===== config.mk =====
export PLATFORM = sky130hd
export DESIGN_NAME = stream_reorder_arb_flat
export DESIGN_NICKNAME = d
export VERILOG_FILES = /design/src/rtl/stream_reorder_arb_pkg.sv /design/src/rtl/stream_reorder_arb_if.sv /design/src/rtl/stream_reorder_arb_slice_rev.sv /design/src/rtl/stream_reorder_arb.sv /design/src/flat_wrapper.sv
export SDC_FILE = /design/constraint.sdc
export NUM_CORES = 1
export LEC_CHECK = 0
export ABC_AREA = 1
export CORE_AREA = 2 2 103 105
export DETAILED_ROUTE_END_ITERATION = 6
export DIE_AREA = 0 0 105 107
export PLACE_DENSITY = 0.83
export SLEW_MARGIN = 30
export SYNTH_ARGS = -nofsm -noshare
export SYNTH_HDL_FRONTEND = slang
export SYNTH_SLANG_ARGS = --single-unit

===== constraint.sdc =====
create_clock -name clk -period 8.85 [get_ports clk]
set_clock_uncertainty 0.15 [all_clocks]
set_input_delay 1.3275 -clock clk [delete_from_list [all_inputs] [get_ports clk]]
set_output_delay 1.3275 -clock clk [all_outputs]
set_load 0.03 [all_outputs]

===== src/rtl/stream_reorder_arb_pkg.sv =====
// Shared types for the stream reorder arbiter.
// Arbiter state, per-requester reorder config, slice-code width.
package stream_reorder_pkg;

  localparam int SLW = 3;

  typedef enum logic {
    ARB,
    LOCK
  } arb_state_t;

  typedef struct packed {
    logic           dir;
    logic [SLW-1:0] slice;
  } reorder_cfg_t;

endpackage


===== src/rtl/stream_reorder_arb_if.sv =====
// Handshake bundle between requesters/consumer and the arbiter.
// master drives requests and out_ready; slave is the arbiter.
interface stream_reorder_arb_if #(
  parameter int WIDTH = 32,
  parameter int NREQ  = 2,
  parameter int SLW   = 3
);
  localparam int IDW = $clog2(NREQ);

  logic [NREQ-1:0]       req_valid;
  logic [NREQ-1:0]       req_last;
  logic [NREQ*WIDTH-1:0] req_data;
  logic [NREQ-1:0]       req_ready;
  logic                  cfg_we;
  logic [IDW-1:0]        cfg_id;
  logic                  cfg_dir;
  logic [SLW-1:0]        cfg_slice;
  logic                  out_valid;
  logic                  out_ready;
  logic [WIDTH-1:0]      out_data;
  logic [IDW-1:0]        out_id;
  logic                  out_last;

  modport master (
    output req_valid, req_last, req_data,
    output cfg_we, cfg_id, cfg_dir, cfg_slice,
    output out_ready,
    input  req_ready,
    input  out_valid, out_data, out_id, out_last
  );

  modport slave (
    input  req_valid, req_last, req_data,
    input  cfg_we, cfg_id, cfg_dir, cfg_slice,
    input  out_ready,
    output req_ready,
    output out_valid, out_data, out_id, out_last
  );

endinterface


===== src/rtl/stream_reorder_arb_slice_rev.sv =====
// Combinational slice-order reversal of one word.
// Slices are 2**slice_i bits; dir_i=0 or oversize slices pass through.
module stream_slice_rev #(
  parameter int WIDTH = 32,
  parameter int SLW   = 3
) (
  input  logic [WIDTH-1:0] in_i,
  input  logic             dir_i,
  input  logic [SLW-1:0]   slice_i,
  output logic [WIDTH-1:0] out_o
);
  localparam int LW = $clog2(WIDTH);

  logic [LW-1:0] mask;

  // Reversing power-of-two slices flips the slice-index bits of each bit position
  always_comb begin
    mask = '0;
    if (dir_i && (int'(slice_i) < LW))
      mask = ~LW'((32'd1 << slice_i) - 32'd1);
  end

  // Gather every output bit from its mirrored source position
  always_comb begin
    out_o = '0;
    for (int i = 0; i < WIDTH; i++)
      out_o[i] = in_i[LW'(i) ^ mask];
  end

endmodule


===== src/rtl/stream_reorder_arb.sv =====
// Round-robin arbiter with packet lock sharing one reorder datapath.
// Output word is registered with valid/ready backpressure.
module stream_reorder_arb #(
  parameter int WIDTH = 32,
  parameter int NREQ  = 2,
  parameter int SLW   = 3
) (
  input logic           clk,
  input logic           rst_n,
  stream_reorder_arb_if.slave bus
);
  import stream_reorder_pkg::*;

  localparam int IDW = $clog2(NREQ);

  arb_state_t       state_q;
  logic [IDW-1:0]   lock_q;
  logic [IDW-1:0]   rr_q;
  reorder_cfg_t     cfg_q [NREQ];
  reorder_cfg_t     snap_q;
  logic             out_valid_q;
  logic             out_last_q;
  logic [WIDTH-1:0] out_data_q;
  logic [IDW-1:0]   out_id_q;

  logic [IDW-1:0]   gnt;
  logic             gnt_vld;
  logic             can_take;
  logic             acc;
  logic [NREQ-1:0]  ready;
  reorder_cfg_t     eff;
  logic [WIDTH-1:0] gnt_data;
  logic             gnt_last;
  logic [WIDTH-1:0] rev;

  function automatic logic [IDW-1:0] wrap(input int v);
    return IDW'((v >= NREQ) ? v - NREQ : v);
  endfunction

  // Pick the locked owner, or the first valid requester from rr_q onward
  always_comb begin
    gnt     = rr_q;
    gnt_vld = 1'b0;
    if (state_q == LOCK) begin
      gnt     = lock_q;
      gnt_vld = bus.req_valid[lock_q];
    end else begin
      for (int k = NREQ - 1; k >= 0; k--) begin
        if (bus.req_valid[wrap(int'(rr_q) + k)]) begin
          gnt     = wrap(int'(rr_q) + k);
          gnt_vld = 1'b1;
        end
      end
    end
  end

  assign can_take = !out_valid_q || bus.out_ready;
  assign acc      = gnt_vld && can_take;
  assign eff      = (state_q == LOCK) ? snap_q : cfg_q[gnt];
  assign gnt_data = bus.req_data[int'(gnt)*WIDTH +: WIDTH];
  assign gnt_last = bus.req_last[gnt];

  // One-hot ready to the granted requester, held low during reset
  always_comb begin
    ready = '0;
    if (acc && rst_n)
      ready[gnt] = 1'b1;
  end

  stream_slice_rev #(
    .WIDTH (WIDTH),
    .SLW   (SLW)
  ) u_rev (
    .in_i    (gnt_data),
    .dir_i   (eff.dir),
    .slice_i (eff.slice),
    .out_o   (rev)
  );

  // Arbiter FSM, config table and registered output stage
  always_ff @(posedge clk or negedge rst_n) begin
    if (!rst_n) begin
      state_q     <= ARB;
      lock_q      <= '0;
      rr_q        <= '0;
      snap_q      <= '0;
      out_valid_q <= 1'b0;
      out_last_q  <= 1'b0;
      out_data_q  <= '0;
      out_id_q    <= '0;
      for (int i = 0; i < NREQ; i++)
        cfg_q[i] <= '0;
    end else begin
      if (bus.cfg_we && (int'(bus.cfg_id) < NREQ))
        cfg_q[bus.cfg_id] <= '{dir: bus.cfg_dir, slice: bus.cfg_slice};
      if (acc) begin
        out_valid_q <= 1'b1;
        out_data_q  <= rev;
        out_id_q    <= gnt;
        out_last_q  <= gnt_last;
        unique case (state_q)
          ARB: begin
            rr_q <= wrap(int'(gnt) + 1);
            if (!gnt_last) begin
              state_q <= LOCK;
              lock_q  <= gnt;
              snap_q  <= cfg_q[gnt];
            end
          end
          LOCK: begin
            if (gnt_last)
              state_q <= ARB;
          end
        endcase
      end else if (bus.out_ready) begin
        out_valid_q <= 1'b0;
      end
    end
  end

  assign bus.req_ready = ready;
  assign bus.out_valid = out_valid_q;
  assign bus.out_data  = out_data_q;
  assign bus.out_id    = out_id_q;
  assign bus.out_last  = out_last_q;

endmodule


===== src/flat_wrapper.sv =====
// flat-port wrapper written by rule: the top's interface ports become plain ports
module stream_reorder_arb_flat import stream_reorder_pkg::*;
#(
  parameter int WIDTH = 32,
  parameter int NREQ  = 2,
  parameter int SLW   = 3
)
  (clk, rst_n, bus_req_valid, bus_req_last, bus_req_data, bus_cfg_we, bus_cfg_id, bus_cfg_dir, bus_cfg_slice, bus_out_ready, bus_req_ready, bus_out_valid, bus_out_data, bus_out_id, bus_out_last);
  stream_reorder_arb_if #(.WIDTH(WIDTH), .NREQ(NREQ), .SLW(SLW)) bus_i ();
  input logic clk;
  input logic rst_n;
  input wire logic [$bits(bus_i.req_valid)-1:0] bus_req_valid;
  input wire logic [$bits(bus_i.req_last)-1:0] bus_req_last;
  input wire logic [$bits(bus_i.req_data)-1:0] bus_req_data;
  input wire logic [$bits(bus_i.cfg_we)-1:0] bus_cfg_we;
  input wire logic [$bits(bus_i.cfg_id)-1:0] bus_cfg_id;
  input wire logic [$bits(bus_i.cfg_dir)-1:0] bus_cfg_dir;
  input wire logic [$bits(bus_i.cfg_slice)-1:0] bus_cfg_slice;
  input wire logic [$bits(bus_i.out_ready)-1:0] bus_out_ready;
  output wire logic [$bits(bus_i.req_ready)-1:0] bus_req_ready;
  output wire logic [$bits(bus_i.out_valid)-1:0] bus_out_valid;
  output wire logic [$bits(bus_i.out_data)-1:0] bus_out_data;
  output wire logic [$bits(bus_i.out_id)-1:0] bus_out_id;
  output wire logic [$bits(bus_i.out_last)-1:0] bus_out_last;
  assign bus_i.req_valid = bus_req_valid;
  assign bus_i.req_last = bus_req_last;
  assign bus_i.req_data = bus_req_data;
  assign bus_i.cfg_we = bus_cfg_we;
  assign bus_i.cfg_id = bus_cfg_id;
  assign bus_i.cfg_dir = bus_cfg_dir;
  assign bus_i.cfg_slice = bus_cfg_slice;
  assign bus_i.out_ready = bus_out_ready;
  assign bus_req_ready = bus_i.req_ready;
  assign bus_out_valid = bus_i.out_valid;
  assign bus_out_data = bus_i.out_data;
  assign bus_out_id = bus_i.out_id;
  assign bus_out_last = bus_i.out_last;
  stream_reorder_arb #(.WIDTH(WIDTH), .NREQ(NREQ), .SLW(SLW)) u_core (.clk(clk), .rst_n(rst_n), .bus(bus_i));
endmodule

==> flow_summary.yaml <==
status:
  status: "finished, final reports clean"
worst_hold_path:
  min_path_type: "reg2reg"
floorplanning:
  ios: 114
  placementRows: 37
  die-area_um2: 11240
  coreArea_um2: 10090
  die_h_um: 107
  start_util: 0.5345
  die_w_um: 105
placed_design:
  place_congestion: 0.9854
  hpwl_um: 12130
  numPortBuffers: 113
timing:
  relSlewSlack: 0.3663
  period_share: 0.6440
  min_period_ns: 5.700
  tightest_slew_ns: 0.9496
  whs_ns: 0.3366
  hold_viol: 0
  maxSlewViolCount: 0
  setup_tns_ns: 0
  setup_violations: 0
  rsz0062_at_grt: "no"
  fmax_mhz: 175.4
critical_path:
  critical_path_required_ns: 8.95
  arrival_ns: 5.80
  critical_path.max_fanout: 66
  endpoint_kind: "flop"
  worstSetupPathType: "in2reg"
  start_kind: "input pin"
detailed_routing:
  dr_total_vias: 5931
  via_per_inst: 5.622
  wire_per_inst_um: 14.98
  dr.pass1.iters: 5
  drc: 0
  drtIter0Drc: 458
  drt_wl_total_um: 15810
  antenna_left: 0
grt:
  track_usage: 0.2834
  grt_max_degree: 85
  antenna_found_initial: 0
  overflow: 0
  grt_pass1_vias: 5344
  grt_first_pass_wirelength_um: 25900
logic_synthesis:
  synth_area_leader_cell: "nand3_1"
  synth_cell_types: 32
  post-synth-top-count-cell: "nand3_1"
  synth_ff_type: "dfrtp_1"
  synth-edff-count: 0
  ys_seq_area_frac: 0.2320
  synthTopCellsByCount: "313 x nand3_1, 228 x nand2_1, 50 x dfrtp_1"
  synth_area_per_cell_um2: 6.323
  synthArstFlopShare: 1.000
  ys_warn_count: 0
  synthesis.area_um2: 5394
  synth_top_area_frac: 0.2904
  syn-num-nets: 931
  syn_inst: 853
  yosys-top-cells-area: "nand3_1 29%, dfrtp_1 23%, nand2_1 16%"
  synth_seq_cells: 50
clocking:
  clk-insertion-delay-late_ns: 0.31
  htreeDepth: 2
  cts-root-buf: "clkbuf_8"
  clock_sinks: 50
  cts_tree: "built"
  cts_resized: 0
  clkTransAtPathRegs_ns: 0.09
  clock_path_buffers: 2
  cts_buffers: 5
  postCtsSetupRepairBufs: 0
  hold_buffers: 0
final_layout:
  multi_input_area_um2: 3522
  finalNetCount: 996
  drive_gt1_frac: 0.1404
  area_delta_synth_final_pct: 19.42
  fill_cells: 958
  antennaDiodeCount: 0
  register_area_um2: 1251
  final_util: 0.6382
run:
  maxCapViolations: 0
==> cell type report <==
type	count	area share
Tap cell	136	0.02642
Timing Repair Buffer	117	0.1795
Multi-Input combinational cell	683	0.5468
Clock inverter	2	0.005828
Inverter	61	0.03594
Clock buffer	6	0.01127
Sequential cell	50	0.1943
==> metal layers <==
| layer | vias up | wire [um] | GRT usage |
|---|---|---|---|
| met5 | - | 0 | 0 |
| met2 | 238 | 7745 | 0.4921 |
| met4 | 0 | 641 | 0.1124 |
| li1 | 2983 | - | - |
| met1 | 2647 | 6278 | 0.3487 |
| met3 | 63 | 1142 | 0.05046 |
==> cells by family (layout without fill, tap and decap cells) <==
| logic type | after synthesis | after routing | synth area share |
|---|---|---|---|
| and+or+nand+nor | 630 | 630 | 0.5815 |
| DFF | 50 | 50 | 0.2320 |
| AOI/OAI and AO/OA | 52 | 52 | 0.06912 |
| adders and majority gates | 1 | 1 | 0.002319 |
| buffers and inverters | 120 | 186 | 0.1151 |
==> per-stage QoR <==
| step | area [um^2] | cells | setup WS [ns] |
|---|---|---|---|
| after floorplan | 5394 | 853 | 4.714 |
| after global placement | 6331 | 1047 | 2.969 |
| after detailed placement | 6331 | 1047 | 2.896 |
| after CTS | 6441 | 1055 | 3.197 |
| after global routing | 6441 | 1055 | 2.691 |
| final | 6441 | 1055 | 3.150 |
==> sequential cells by signal, summed over array words and instances, names as in the netlist <==
signal / cells
u_core.rr_q: 1
u_core.bus.out_data: 32
u_core.lock_q: 1
u_core.bus.out_valid: 1
u_core.state_q: 1
u_core.snap_q: 4
u_core.bus.out_id: 1
u_core.cfg_q: 8
u_core.bus.out_last: 1
==> worst max-delay path: stages <==
cell             delay, ns
clkdlybuf4s50_1       0.50
inv_1                 0.06
a21oi_2               0.16
nand2_4               0.13
nand2_8               0.31
nand2_1               0.12
nand3_1               0.10
nand2_2               0.09
nor2_4                0.07
buf_4                 0.51
nand2_1               0.12
ha_1                  0.32
nand3_2               0.50
inv_2                 0.66
nand2_1               0.19
nand3_1               0.12
nand3_1               0.12
nand3_1               0.13
nand3_1               0.11
nand2_1               0.10
==> worst paths after layout <==
path                                               end  slack (ns)                   start  cells after the start
max in group asynchronous             u_core.snap_q[3]        7.16                   rst_n                      2
worst min register to register  u_core.bus.out_data[5]        0.34  u_core.bus.out_data[5]                      2
min in group asynchronous       u_core.bus.out_data[0]        0.95                   rst_n                      2
worst max register to register  u_core.bus.out_data[7]        4.12          u_core.state_q                     17
worst min-delay path            u_core.bus.out_data[5]        0.34  u_core.bus.out_data[5]                      2
worst max-delay path            u_core.bus.out_data[7]        3.15        bus_req_valid[1]                     20
==> layout by cell type, fill, tap and decap left out <==
| master | count |
|---|---|
| nor2_8 | 2 |
| nand4_1 | 1 |
| nand2_2 | 15 |
| a21oi_2 | 1 |
| inv_4 | 1 |
| or2_0 | 2 |
| inv_1 | 26 |
| o21ai_2 | 29 |
| nand2_1 | 228 |
| nor2_4 | 1 |
| clkinv_1 | 1 |
| nor2_1 | 4 |
| clkdlybuf4s50_1 | 112 |
| clkinvlp_4 | 1 |
| bufinv_16 | 1 |
| nand2_4 | 4 |
| nand3_2 | 27 |
| nand2_8 | 1 |
| nand3_1 | 313 |
| clkbuf_8 | 5 |
| buf_4 | 4 |
| nand3b_1 | 1 |
| ha_1 | 1 |
| o21ai_0 | 20 |
| dfrtp_1 | 50 |
| nor3_1 | 1 |
| a21oi_1 | 1 |
| o21ai_1 | 1 |
| inv_2 | 33 |
| or2_1 | 27 |
| or2_2 | 3 |
| buf_2 | 1 |
| clkbuf_1 | 1 |
Power is left out: the tool's default activity adds up to more than one toggle a clock period on the data nets, which glitch-free logic cannot reach.
